[src/rtl/mos_diag_collector_if.sv]
// mos_diag_collector_if
// Bundles the upstream burst strobe/data, the back-pressured output stream and
// the sticky overflow flag of the diagonal-sum collector.
//   in_valid, in_data          : upstream burst (engine cannot stall)
//   out_valid, out_ready       : output valid/ready handshake
//   out_data, out_last         : output word, trailer marker
//   out_len_err                : trailer flag for a burst length other than 7/15
//   ovf                        : sticky dropped-input flag
// master: the side that produces input and consumes output (engine + consumer)
// slave : the collector itself
interface mos_diag_collector_if #(
    parameter int W = 40
) ();
    logic         in_valid;
    logic [W-1:0] in_data;
    logic         out_valid;
    logic         out_ready;
    logic [W-1:0] out_data;
    logic         out_last;
    logic         out_len_err;
    logic         ovf;

    modport master (
        output in_valid, in_data, out_ready,
        input  out_valid, out_data, out_last, out_len_err, ovf
    );

    modport slave (
        input  in_valid, in_data, out_ready,
        output out_valid, out_data, out_last, out_len_err, ovf
    );
endinterface

[src/rtl/mos_diag_collector.sv]
// mos_diag_collector
// Captures one burst of signed anti-diagonal sums (nominally 7 or 15 words),
// then replays it to a back-pressured consumer followed by a trailer word
// holding the burst's signed maximum. Input arriving while the block cannot
// accept it is dropped and recorded in the sticky ovf flag.
// Ports:
//   clk   : rising-edge clock
//   rst_n : asynchronous active-low reset
//   bus   : mos_diag_collector_if.slave (input burst, output stream, ovf)
// Parameters:
//   DEPTH : buffer entries, maximum accepted burst length
//   W     : data width, signed two's complement
module mos_diag_collector #(
    parameter int DEPTH = 15,
    parameter int W     = 40
) (
    input  logic                 clk,
    input  logic                 rst_n,
    mos_diag_collector_if.slave  bus
);
    localparam int CW = $clog2(DEPTH + 1);

    typedef enum logic [1:0] {
        IDLE    = 2'd0,
        COLLECT = 2'd1,
        SEND    = 2'd2
    } state_t;

    state_t         state_r;
    state_t         state_nxt_s;
    logic [W-1:0]   buf_r [DEPTH];
    logic [CW-1:0]  wr_cnt_r;
    logic [CW-1:0]  rd_ptr_r;
    logic [CW-1:0]  rd_ptr_nxt_s;
    logic [CW-1:0]  len_r;
    logic [CW-1:0]  len_nxt_s;
    logic           len_err_r;
    logic           len_err_nxt_s;
    logic [W-1:0]   max_r;
    logic           in_valid_d_r;
    // Cleared by reset, set once in_valid has been seen low: an in_valid that
    // is already high when reset releases belongs to a burst we never saw the
    // start of, so it must not open a new capture.
    logic           armed_r;
    logic           ovf_r;

    logic           start_s;
    logic           store_s;
    logic           drop_s;

    logic           out_valid_r;
    logic [W-1:0]   out_data_r;
    logic           out_last_r;
    logic           out_len_err_r;
    logic           out_valid_nxt_s;
    logic [W-1:0]   out_data_nxt_s;
    logic           out_last_nxt_s;
    logic           out_len_err_nxt_s;

    // Next-state, read pointer and input accept/drop decisions
    always_comb begin
        state_nxt_s   = state_r;
        rd_ptr_nxt_s  = rd_ptr_r;
        len_nxt_s     = len_r;
        len_err_nxt_s = len_err_r;
        start_s       = 1'b0;
        store_s       = 1'b0;
        drop_s        = 1'b0;
        case (state_r)
            IDLE: begin
                if (bus.in_valid && armed_r && !in_valid_d_r) begin
                    start_s     = 1'b1;
                    state_nxt_s = COLLECT;
                end else if (bus.in_valid && armed_r) begin
                    // Still-high tail of a burst that was dropped earlier.
                    drop_s = 1'b1;
                end else begin
                    drop_s = 1'b0;
                end
            end
            COLLECT: begin
                if (bus.in_valid) begin
                    if (wr_cnt_r < CW'(DEPTH)) begin
                        store_s = 1'b1;
                    end else begin
                        drop_s = 1'b1;
                    end
                end else begin
                    state_nxt_s   = SEND;
                    len_nxt_s     = wr_cnt_r;
                    len_err_nxt_s = (wr_cnt_r != CW'(7)) && (wr_cnt_r != CW'(15));
                    rd_ptr_nxt_s  = {CW{1'b0}};
                end
            end
            SEND: begin
                drop_s = bus.in_valid;
                if (out_valid_r && bus.out_ready) begin
                    if (out_last_r) begin
                        state_nxt_s  = IDLE;
                        rd_ptr_nxt_s = {CW{1'b0}};
                    end else begin
                        rd_ptr_nxt_s = rd_ptr_r + CW'(1);
                    end
                end else begin
                    rd_ptr_nxt_s = rd_ptr_r;
                end
            end
            default: begin
                state_nxt_s = IDLE;
            end
        endcase
    end

    // Output word for the next cycle, computed from next-state values so the
    // registered outputs line up with the state they describe
    always_comb begin
        out_valid_nxt_s   = (state_nxt_s == SEND);
        out_last_nxt_s    = 1'b0;
        out_len_err_nxt_s = 1'b0;
        out_data_nxt_s    = {W{1'b0}};
        if (out_valid_nxt_s) begin
            if (rd_ptr_nxt_s == len_nxt_s) begin
                out_last_nxt_s    = 1'b1;
                out_len_err_nxt_s = len_err_nxt_s;
                out_data_nxt_s    = max_r;
            end else if (rd_ptr_nxt_s < CW'(DEPTH)) begin
                out_data_nxt_s = buf_r[rd_ptr_nxt_s];
            end else begin
                out_data_nxt_s = {W{1'b0}};
            end
        end else begin
            out_data_nxt_s = {W{1'b0}};
        end
    end

    // State, pointers, length latch and input edge tracking
    always_ff @(posedge clk or negedge rst_n) begin
        if (!rst_n) begin
            state_r      <= IDLE;
            rd_ptr_r     <= {CW{1'b0}};
            len_r        <= {CW{1'b0}};
            len_err_r    <= 1'b0;
            in_valid_d_r <= 1'b0;
            armed_r      <= 1'b0;
            ovf_r        <= 1'b0;
        end else begin
            state_r      <= state_nxt_s;
            rd_ptr_r     <= rd_ptr_nxt_s;
            len_r        <= len_nxt_s;
            len_err_r    <= len_err_nxt_s;
            in_valid_d_r <= bus.in_valid;
            if (!bus.in_valid) begin
                armed_r <= 1'b1;
            end
            if (drop_s) begin
                ovf_r <= 1'b1;
            end
        end
    end

    // Burst buffer, write count and running signed maximum
    always_ff @(posedge clk or negedge rst_n) begin
        if (!rst_n) begin
            for (int i = 0; i < DEPTH; i++) begin
                buf_r[i] <= {W{1'b0}};
            end
            wr_cnt_r <= {CW{1'b0}};
            max_r    <= {W{1'b0}};
        end else if (start_s) begin
            buf_r[0] <= bus.in_data;
            wr_cnt_r <= CW'(1);
            max_r    <= bus.in_data;
        end else if (store_s) begin
            buf_r[wr_cnt_r] <= bus.in_data;
            wr_cnt_r        <= wr_cnt_r + CW'(1);
            // Strict compare: on a tie the earlier word is kept.
            if ($signed(bus.in_data) > $signed(max_r)) begin
                max_r <= bus.in_data;
            end
        end
    end

    // Registered output stage; holds naturally while stalled because the
    // next-state values do not move without a handshake
    always_ff @(posedge clk or negedge rst_n) begin
        if (!rst_n) begin
            out_valid_r   <= 1'b0;
            out_data_r    <= {W{1'b0}};
            out_last_r    <= 1'b0;
            out_len_err_r <= 1'b0;
        end else begin
            out_valid_r   <= out_valid_nxt_s;
            out_data_r    <= out_data_nxt_s;
            out_last_r    <= out_last_nxt_s;
            out_len_err_r <= out_len_err_nxt_s;
        end
    end

    assign bus.out_valid   = out_valid_r;
    assign bus.out_data    = out_data_r;
    assign bus.out_last    = out_last_r;
    assign bus.out_len_err = out_len_err_r;
    assign bus.ovf         = ovf_r;

endmodule

[src/flat_wrapper.sv]
// flat-port wrapper written by rule: the top's interface ports become plain ports
module mos_diag_collector_flat 
#(
    parameter int DEPTH = 15,
    parameter int W     = 40
)
  (clk, rst_n, bus_in_valid, bus_in_data, bus_out_ready, bus_out_valid, bus_out_data, bus_out_last, bus_out_len_err, bus_ovf);
  mos_diag_collector_if #(.W(W)) bus_i ();
  input  logic clk;
  input  logic rst_n;
  input wire logic [$bits(bus_i.in_valid)-1:0] bus_in_valid;
  input wire logic [$bits(bus_i.in_data)-1:0] bus_in_data;
  input wire logic [$bits(bus_i.out_ready)-1:0] bus_out_ready;
  output wire logic [$bits(bus_i.out_valid)-1:0] bus_out_valid;
  output wire logic [$bits(bus_i.out_data)-1:0] bus_out_data;
  output wire logic [$bits(bus_i.out_last)-1:0] bus_out_last;
  output wire logic [$bits(bus_i.out_len_err)-1:0] bus_out_len_err;
  output wire logic [$bits(bus_i.ovf)-1:0] bus_ovf;
  assign bus_i.in_valid = bus_in_valid;
  assign bus_i.in_data = bus_in_data;
  assign bus_i.out_ready = bus_out_ready;
  assign bus_out_valid = bus_i.out_valid;
  assign bus_out_data = bus_i.out_data;
  assign bus_out_last = bus_i.out_last;
  assign bus_out_len_err = bus_i.out_len_err;
  assign bus_ovf = bus_i.ovf;
  mos_diag_collector #(.DEPTH(DEPTH), .W(W)) u_core (.clk(clk), .rst_n(rst_n), .bus(bus_i));
endmodule
[config.mk]
export PLATFORM = sky130hd
export DESIGN_NAME = mos_diag_collector_flat
export DESIGN_NICKNAME = d
export VERILOG_FILES = /design/src/rtl/mos_diag_collector_if.sv /design/src/rtl/mos_diag_collector.sv /design/src/flat_wrapper.sv
export SDC_FILE = /design/constraint.sdc
export NUM_CORES = 1
export LEC_CHECK = 0
export ABC_AREA = 1
export BUFFER_PORTS_ARGS = -buffer_cell sky130_fd_sc_hd__buf_2
export CAP_MARGIN = 5
export CELL_PAD_IN_SITES_DETAIL_PLACEMENT = 0
export CELL_PAD_IN_SITES_GLOBAL_PLACEMENT = 1
export CORE_AREA = 2 2 253 280
export DETAILED_ROUTE_END_ITERATION = 12
export DIE_AREA = 0 0 255 282
export PLACE_DENSITY = 0.88
export SYNTH_ARGS = -nofsm -noshare
export SYNTH_HDL_FRONTEND = slang
export SYNTH_SLANG_ARGS = --single-unit
[constraint.sdc]
create_clock -name clk -period 3.85 [get_ports clk]
set_input_delay 0.1925 -clock clk [delete_from_list [all_inputs] [get_ports clk]]
set_output_delay 0.1925 -clock clk [all_outputs]
set_load 0.02 [all_outputs]
==> results.md, run 1 <==
* Status: finished, final reports clean
* Largest net degree at the start of global routing at 180
* Iter 0 DRT Violations at about 3,000
* GRT Total Usage at 0.308
* Deepest clock path buffer count at 3
* Clock Power Share at 0.284
* Final setup vio count at 0
* Yosys warns at 0
* Synth cell types at 32
* # rows at about 100
* Worst slack, placed at 872 ps
* Tcrit/Tclk final at 0.785
* Clk slew on worst S/H paths at 60 ps
* Placed insts at 5,218
* CP arrival at 3540 ps
* Switching part of the total at 0.382
* Slowest-stage cell, CP: buf_4
* EDFF count, synth at 0
* Sink Count at 701
* Sequential share of the synthesized area at 0.502
* Post_cts resized at 0
* Vias in the first global route at 28,600
* DRC viols at 0
* Die Ht at around 280 µm
* Pwr dens at 697 nW/µm²
* Share of cells above drive strength 1 at 0.0706
* Initial Util at 0.507
* TritonRoute pass-1 iters at 6
* Grt total ovfl at 0
* R2R setup slack at 830 ps
* P&R area growth vs syn at 12.4%
* Setup WS post-layout at 826 ps
* Number of routed nets with antenna violations at 0
* Final RePlAce weighted congestion at 0.797
* Final Util at 0.570
* FF+latch count, synth at between 700 and 800
* Element type at the critical path start: flip-flop
* Max cap viols at 0
* Vias at ~30,000
* Die X at 255 µm
* CP max FO at 74
* Fin. Hold Viols at 0
* # IOs at 88
* Reg2Reg Depth at 14
* Comb power frac at 0.353
* Wire per inst at between 20 and 25 µm
* CTS tree: built
* Final cell count without fillers at between 5,000 and 6,000
* DP HPWL at 58,100 µm
* Internal power at 16.9 mW
* VDD IR-drop max at 0.801 mV
* Hold_buf cts at 42
* Clock Latency Late Sink at 630 ps
* Worst path cell trace: inv_1 > ha_1 > nand2_1 > o21ai_1 > nand2_8 > nand2_4 > buf_4 > nand2_1 > nand3_1 > nand3_1 > nand3_1 > nand3_1 > nand2_1 > inv_1
* WHS at 149 ps
* Setup tns final at 0 ps
* Die Area at approximately 72,000 µm²
* Vias/cell at 5.57
* Final Max Tran Viols at 0
* Core Box Area at 68,900 µm²
* Crit path time final at 3020 ps
* Most used flip-flop cell after synthesis: dfrtp_1
* Setup Fix Bufs, Post-CTS at 0
* RSZ-0062 raised after global routing: false
* IO Port Bufs at between 80 and 90
* Req. time, crit path at 4360 ps
* Achievable Freq at 0.331 GHz
* Nets at 4,507
* Placed inst area at about 36,000 µm²
* Post-Syn Area at about 35,000 µm²
* Most used cell, CP: nand3_1
* TritonCTS Buffers at 79
* Synthesized net count at 4,568
* Finished Cell Area at 39,300 µm²
* R2R Path End: u_core.bus.out_data[26]
* DRT Wirelength at 109,000 µm
* Mapped Cells at 4,475
* Top delay family on crit path: simple AND/OR/NAND/NOR gates
* Flop pwr share at 0.364
* Critical Path Sink Type: flip-flop
* Design Power at 27.4 mW
* Sw Pwr at 10.5 mW
* Largest incremental delay on the critical path at 700 ps
* Rel. slew slack at 0.320
* Worst Max-Slew Pin Slew at 1020 ps
* Critical path class: reg -> reg
* Initial antenna violation count at 2
* Synth Area per Inst at just under 8 µm²
* Reg2reg start: u_core.state_r[0]
* Worst hold-check path type: in -> async
* Clk root buf: clkbuf_16
* # H-tree levels at 3
* First-pass GRT wire length at roughly 170,000 µm
* Clock skew at 17.4 ps
* P_leak at 19.2 nW
* FFs w/ async S/R, synth at 1.00
* Crit path buffers/inverters at 3
power groups by stage:
stage | logic [mW] | clock network [mW] | registers (mW)
finish | 9.66 | 7.77 | 9.95
global placement | 9.43 | 0 | 10.0
CTS | 9.64 | 7.87 | 9.94
global route | 10.8 | 8.19 | 10.1
detailed placement | 9.55 | 0 | 10.1
floorplan | 6.58 | 0 | 9.99
layer usage:
metal,vias up,share of wire,global-route usage
li1,14200,-,-
met1,14600,0.43,0.422
met2,1116,0.47,0.503
met3,217,0.067,0.0364
met4,0,0.035,0.120
met5,-,0,0
synth_stat cells (11+ instances only):
cell type	instances	share of area
a21oi_1	16	0.0023
buf_1	19	0.0020
buf_2	84	0.012
buf_4	11	0.0024
clkbuf_1	228	0.024
dfrtp_1	701	0.50
ha_1	49	0.018
inv_1	565	0.061
nand2_1	1178	0.13
nand3_1	734	0.11
nand3b_1	202	0.043
nor2_1	23	0.0025
o21ai_0	583	0.084
o21ai_1	34	0.0049
layout make-up:
cell class / instances / area (µm²)
Timing Repair Buffer: 201 / 1780
Sequential cell: 701 / 17500
Inverter: 571 / 2150
Antenna cell: 2 / 5.00
Tap cell: 927 / 1160
Multi-Input combinational cell: 2860 / 14000
Fill cell: 6473 / 29600
Clock buffer: 127 / 2460
Clock inverter: 16 / 208
cell usage in the layout (no fill, tap or decap), drive strengths merged, types with 42 or more instances in the layout:
cell,instances
o21ai,617
ha,49
nand3b,202
buf,159
dlygate4sd3,42
nand2,1183
nand3,734
clkbuf,127
inv,573
dfrtp,701
cells by family after synthesis:
kind of cell | share of synthesized area
AOI/OAI and AO/OA | 0.0921
xor gates and xnor gates | 0.000501
adders and majority gates | 0.0175
buffers and inverters | 0.103
DFF | 0.502
and+or+nand+nor | 0.285
sequential cells by signal (all words and copies together) (netlist names):
| name | cells |
|---|---|
| u_core.rd_ptr_r | 4 |
| u_core.bus.out_len_err | 1 |
| u_core.max_r | 40 |
| u_core.bus.ovf | 1 |
| u_core.bus.out_data | 40 |
| u_core.len_r | 4 |
| u_core.state_r | 2 |
| u_core.buf_r | 600 |
| u_core.len_err_r | 1 |
| u_core.bus.out_last | 1 |
| u_core.armed_r | 1 |
| u_core.in_valid_d_r | 1 |
| u_core.wr_cnt_r | 4 |
| u_core.bus.out_valid | 1 |
worst max-delay path by stage:
stage               slack, ps  cells past startpoint               from                       to
floorplan                1780                     15  u_core.state_r[0]  u_core.bus.out_data[10]
global placement          940                     14  u_core.state_r[0]  u_core.bus.out_data[26]
detailed placement        870                     14  u_core.state_r[0]  u_core.bus.out_data[26]
CTS                       860                     14  u_core.state_r[0]  u_core.bus.out_data[26]
global route              600                     14  u_core.state_r[0]  u_core.bus.out_data[26]
finish                    830                     14  u_core.state_r[0]  u_core.bus.out_data[26]
worst register-to-register path: cells and delay by family (launching register included):
| family | cells | cell delay, ps |
|---|---|---|
| buffers and inverters | 3 | 840 |
| flip-flops | 1 | 390 |
| AND/OR/NAND/NOR | 9 | 1010 |
| AO/OA/AOI/OAI | 1 | 320 |
| adder cells (fa/ha/maj) | 1 | 370 |
Note: power is estimated with default switching activity, not from simulation.
==> inputs of run 2 (changes only) <==
Settings changed: ABC_AREA 1 to 0, CORE_AREA 2 2 253 280 to 2 2 251 277, DIE_AREA 0 0 255 282 to 0 0 253 279, PLACE_DENSITY 0.88 to 0.83.
Clock period 3.85 ns to 2.8 ns, I/O delays scaled along.
==> results.md, run 2 <==
* EDFF count, synth at 0
* CP Depth at 12
* Element type at the critical path start: flip-flop
* Slowest-stage cell, CP: dfrtp_1
* Final cell count without fillers at 4,166
* Mapped Cells at 3,002
* Synth area leader: dfrtp_1
* Initial Util at 0.517
* Crit path buffers/inverters at 4
* Iter 0 DRT Violations at 2,471
* Sequential share of the synthesized area at 0.502
* Final RePlAce weighted congestion at just over 0.8
* Internal power at 25.2 mW
* Final Max Tran Viols at 0
* Achievable Freq at 0.336 GHz
* Die Ht at around 280 µm
* Register Area at 17,500 µm²
* Status: finished with violations
* Area fraction in compound gates after synthesis at 0.0976
* Clk slew on worst S/H paths at about 60 ps
* Largest register FFs at 600
* Synth Area per Inst at 11.6 µm²
* Synth top area share at 0.502
* FFs w/ async S/R, synth at 1.00
* Req. time, crit path at 3300 ps
* Grt total ovfl at 0
* Worst slack, placed at -832 ps
* Vias at 26,900
* Deepest clock path buffer count at 3
* Adder-Cell Fraction of Synth Area at 0.0175
* Clock Latency Late Sink at ~630 ps
* Die X at 253 µm
* Flop pwr share at 0.341
* Rel. slew slack at 0.259
* Final Util at 0.649
* Yosys warns at 0
* Setup WS post-layout at -174 ps
* Post-Syn Area at roughly 35,000 µm²
* Top delay family on crit path: compound AO/OA/AOI/OAI gates
* Nets at 3,341
* Largest net degree at the start of global routing at approximately 120
* Post-synthesis mux area share at 0.252
* Critical path class: reg -> reg
* Synthesized net count at 3,095
* Vias/cell at 6.45
* WHS at between 20 and 30 ps
* Core Box Area at 67,600 µm²
* Reg2reg start: u_core.max_r[1]
* DRT Wirelength at 112,000 µm
* Most common cell after layout, fill and taps aside: dfrtp_1
* Worst Max-Slew Pin Slew at 1110 ps
* VDD IR-drop max at 0.781 mV
* Die Area at 70,600 µm²
* Wire per inst at 26.9 µm
* Clock skew at slightly above 30 ps
* Clock Power Share at 0.258
* IO Port Bufs at 87
* Sw Pwr at 13.2 mW
* Simple-gate area share of the yosys netlist at 0.0851
* P_leak at 19.9 nW
* Pwr dens at 874 nW/µm²
* Critical Path Sink Type: flip-flop
* TritonRoute pass-1 iters at 7
* TritonCTS Buffers at 74
* Filler cells at 4,865
* Multi-input logic area at 17,600 µm²
* Largest incremental delay on the critical path at 400 ps
* Crit path time final at 2970 ps
* Placed insts at 3,949
* Reg2Reg Depth at 12
* Switching part of the total at 0.344
* CTS tree: built
* First-pass GRT wire length at 167,000 µm
* GRT Total Usage at 0.310
* CP arrival at 3470 ps
* Fin. Hold Viols at 0
* P&R area growth vs syn at 25.5%
* Tcrit/Tclk final at 1.06
* Vias in the first global route at 28,000
* Worst path cell trace: inv_2 > ha_4 > nor2b_4 > o211ai_1 > a21oi_2 > o311a_4 > nor4_4 > buf_6 > buf_12 > clkbuf_16 > mux2i_1 > a2111o_1
* R2R setup slack at -170 ps
* Worst Setup EP: u_core.max_r[26]
* R2R Path End: u_core.max_r[26]
* Number of routed nets with antenna violations at 0
* Final setup vio count at 79
* # H-tree levels at 3
* Most used flip-flop cell after synthesis: dfrtp_1
* # IOs at 88
* Synth Area in XOR/XNOR at 0.00125
* DRC viols at 0
* Worst hold-check path type: in -> reg
* Clk root buf: clkbuf_16
* Initial antenna violation count at 2
* Critical path origin: u_core.max_r[1]
* Failing checks: setup timing
* # rows at 100
* CP max FO at 5
* Share of cells above drive strength 1 at 0.440
* Synth cell types at 61
* DP HPWL at 62,300 µm
* Top area cells in the synthesized netlist: dfrtp_1 50%, mux2_2 19%, mux2i_1 5.8%
* RSZ-0062 raised after global routing: true
* Most frequent cells in the layout: 701 x dfrtp_1, 603 x mux2_2, 266 x buf_4
* Sink Count at 701
* Max cap viols at 0
* FF+latch count, synth at 701
* Register with the most flip-flops: u_core.buf_r
* Count leader, synth: dfrtp_1
* Comb power frac at 0.400
* Largest family of logic cells by synthesized area: multiplexers
* Most frequent cells after synthesis: 701 x dfrtp_1, 603 x mux2_2, 215 x nand2_1
## run 2: layout make-up
class	count	share of cell area
Antenna cell	1	0.0000570
Inverter	52	0.00511
Clock inverter	20	0.00573
Tap cell	867	0.0247
Timing Repair Buffer	491	0.115
Multi-Input combinational cell	1928	0.400
Sequential cell	701	0.400
Clock buffer	106	0.0489
## run 2: kinds of logic (layout without fill, tap and decap cells)
logic type	Yosys count	after routing
mux	805	805
buf+inv	373	669
compound gates	455	455
xor+xnor	5	5
flops	701	701
fa+ha+maj	49	49
simple gates	614	614
other cells	0	1
## run 2: worst min path at each step
stage	start	endpoint	slack (ps)	cells after the start
after floorplan	rst_n	u_core.armed_r	-160	0
after global placement	rst_n	u_core.buf_r[385]	200	1
after detailed placement	rst_n	u_core.buf_r[385]	190	1
after CTS	bus_in_data[2]	u_core.buf_r[562]	5	3
after global routing	bus_in_data[18]	u_core.max_r[18]	40	3
final	bus_in_data[18]	u_core.max_r[18]	30	3
## run 2: worst min-delay path: cells and delay by family
kind	cells	cell delay, ps
buffers and inverters	2	320
AOI/OAI and AO/OA	1	150
## run 2: through the flow
| step | power (mW) | setup TNS (ps) | cell area (µm²) |
|---|---|---|---|
| after global routing | 39.9 | -15120 | 43900 |
| after floorplan | 20.1 | 0 | 34900 |
| after detailed placement | 24.6 | -37560 | 38400 |
| final | 38.4 | -7370 | 43900 |
| after CTS | 37.3 | -6930 | 43000 |
| after global placement | 24.0 | -34020 | 38400 |
## run 2: power groups by stage
| stage | Clock (mW) | Combinational, mW | Sequential [mW] |
|---|---|---|---|
| floorplan | 0 | 6.84 | 13.3 |
| global placement | 0 | 11.0 | 13.1 |
| detailed placement | 0 | 11.4 | 13.2 |
| CTS | 10.0 | 14.3 | 13.0 |
| global route | 10.4 | 16.2 | 13.3 |
| finish | 9.90 | 15.4 | 13.1 |
## run 2: repair_timing
item | 4_1_cts | 5_1_grt
endpoints found under the setup margin | 80 | 84
pin swaps | 79 | 96
buffers inserted | 38 | 23
gates cloned | 19 | 11
resized for setup | 246 | 117
hold endpoints to repair | 84 | 0
hold buffers | 9 | 0
## run 2: per-layer routing
| metal | GRT usage | routed length [µm] |
|---|---|---|
| met5 | 0 | 0 |
| met4 | 0.154 | 6310 |
| met3 | 0.0472 | 7250 |
| met2 | 0.518 | 54100 |
| met1 | 0.392 | 44200 |
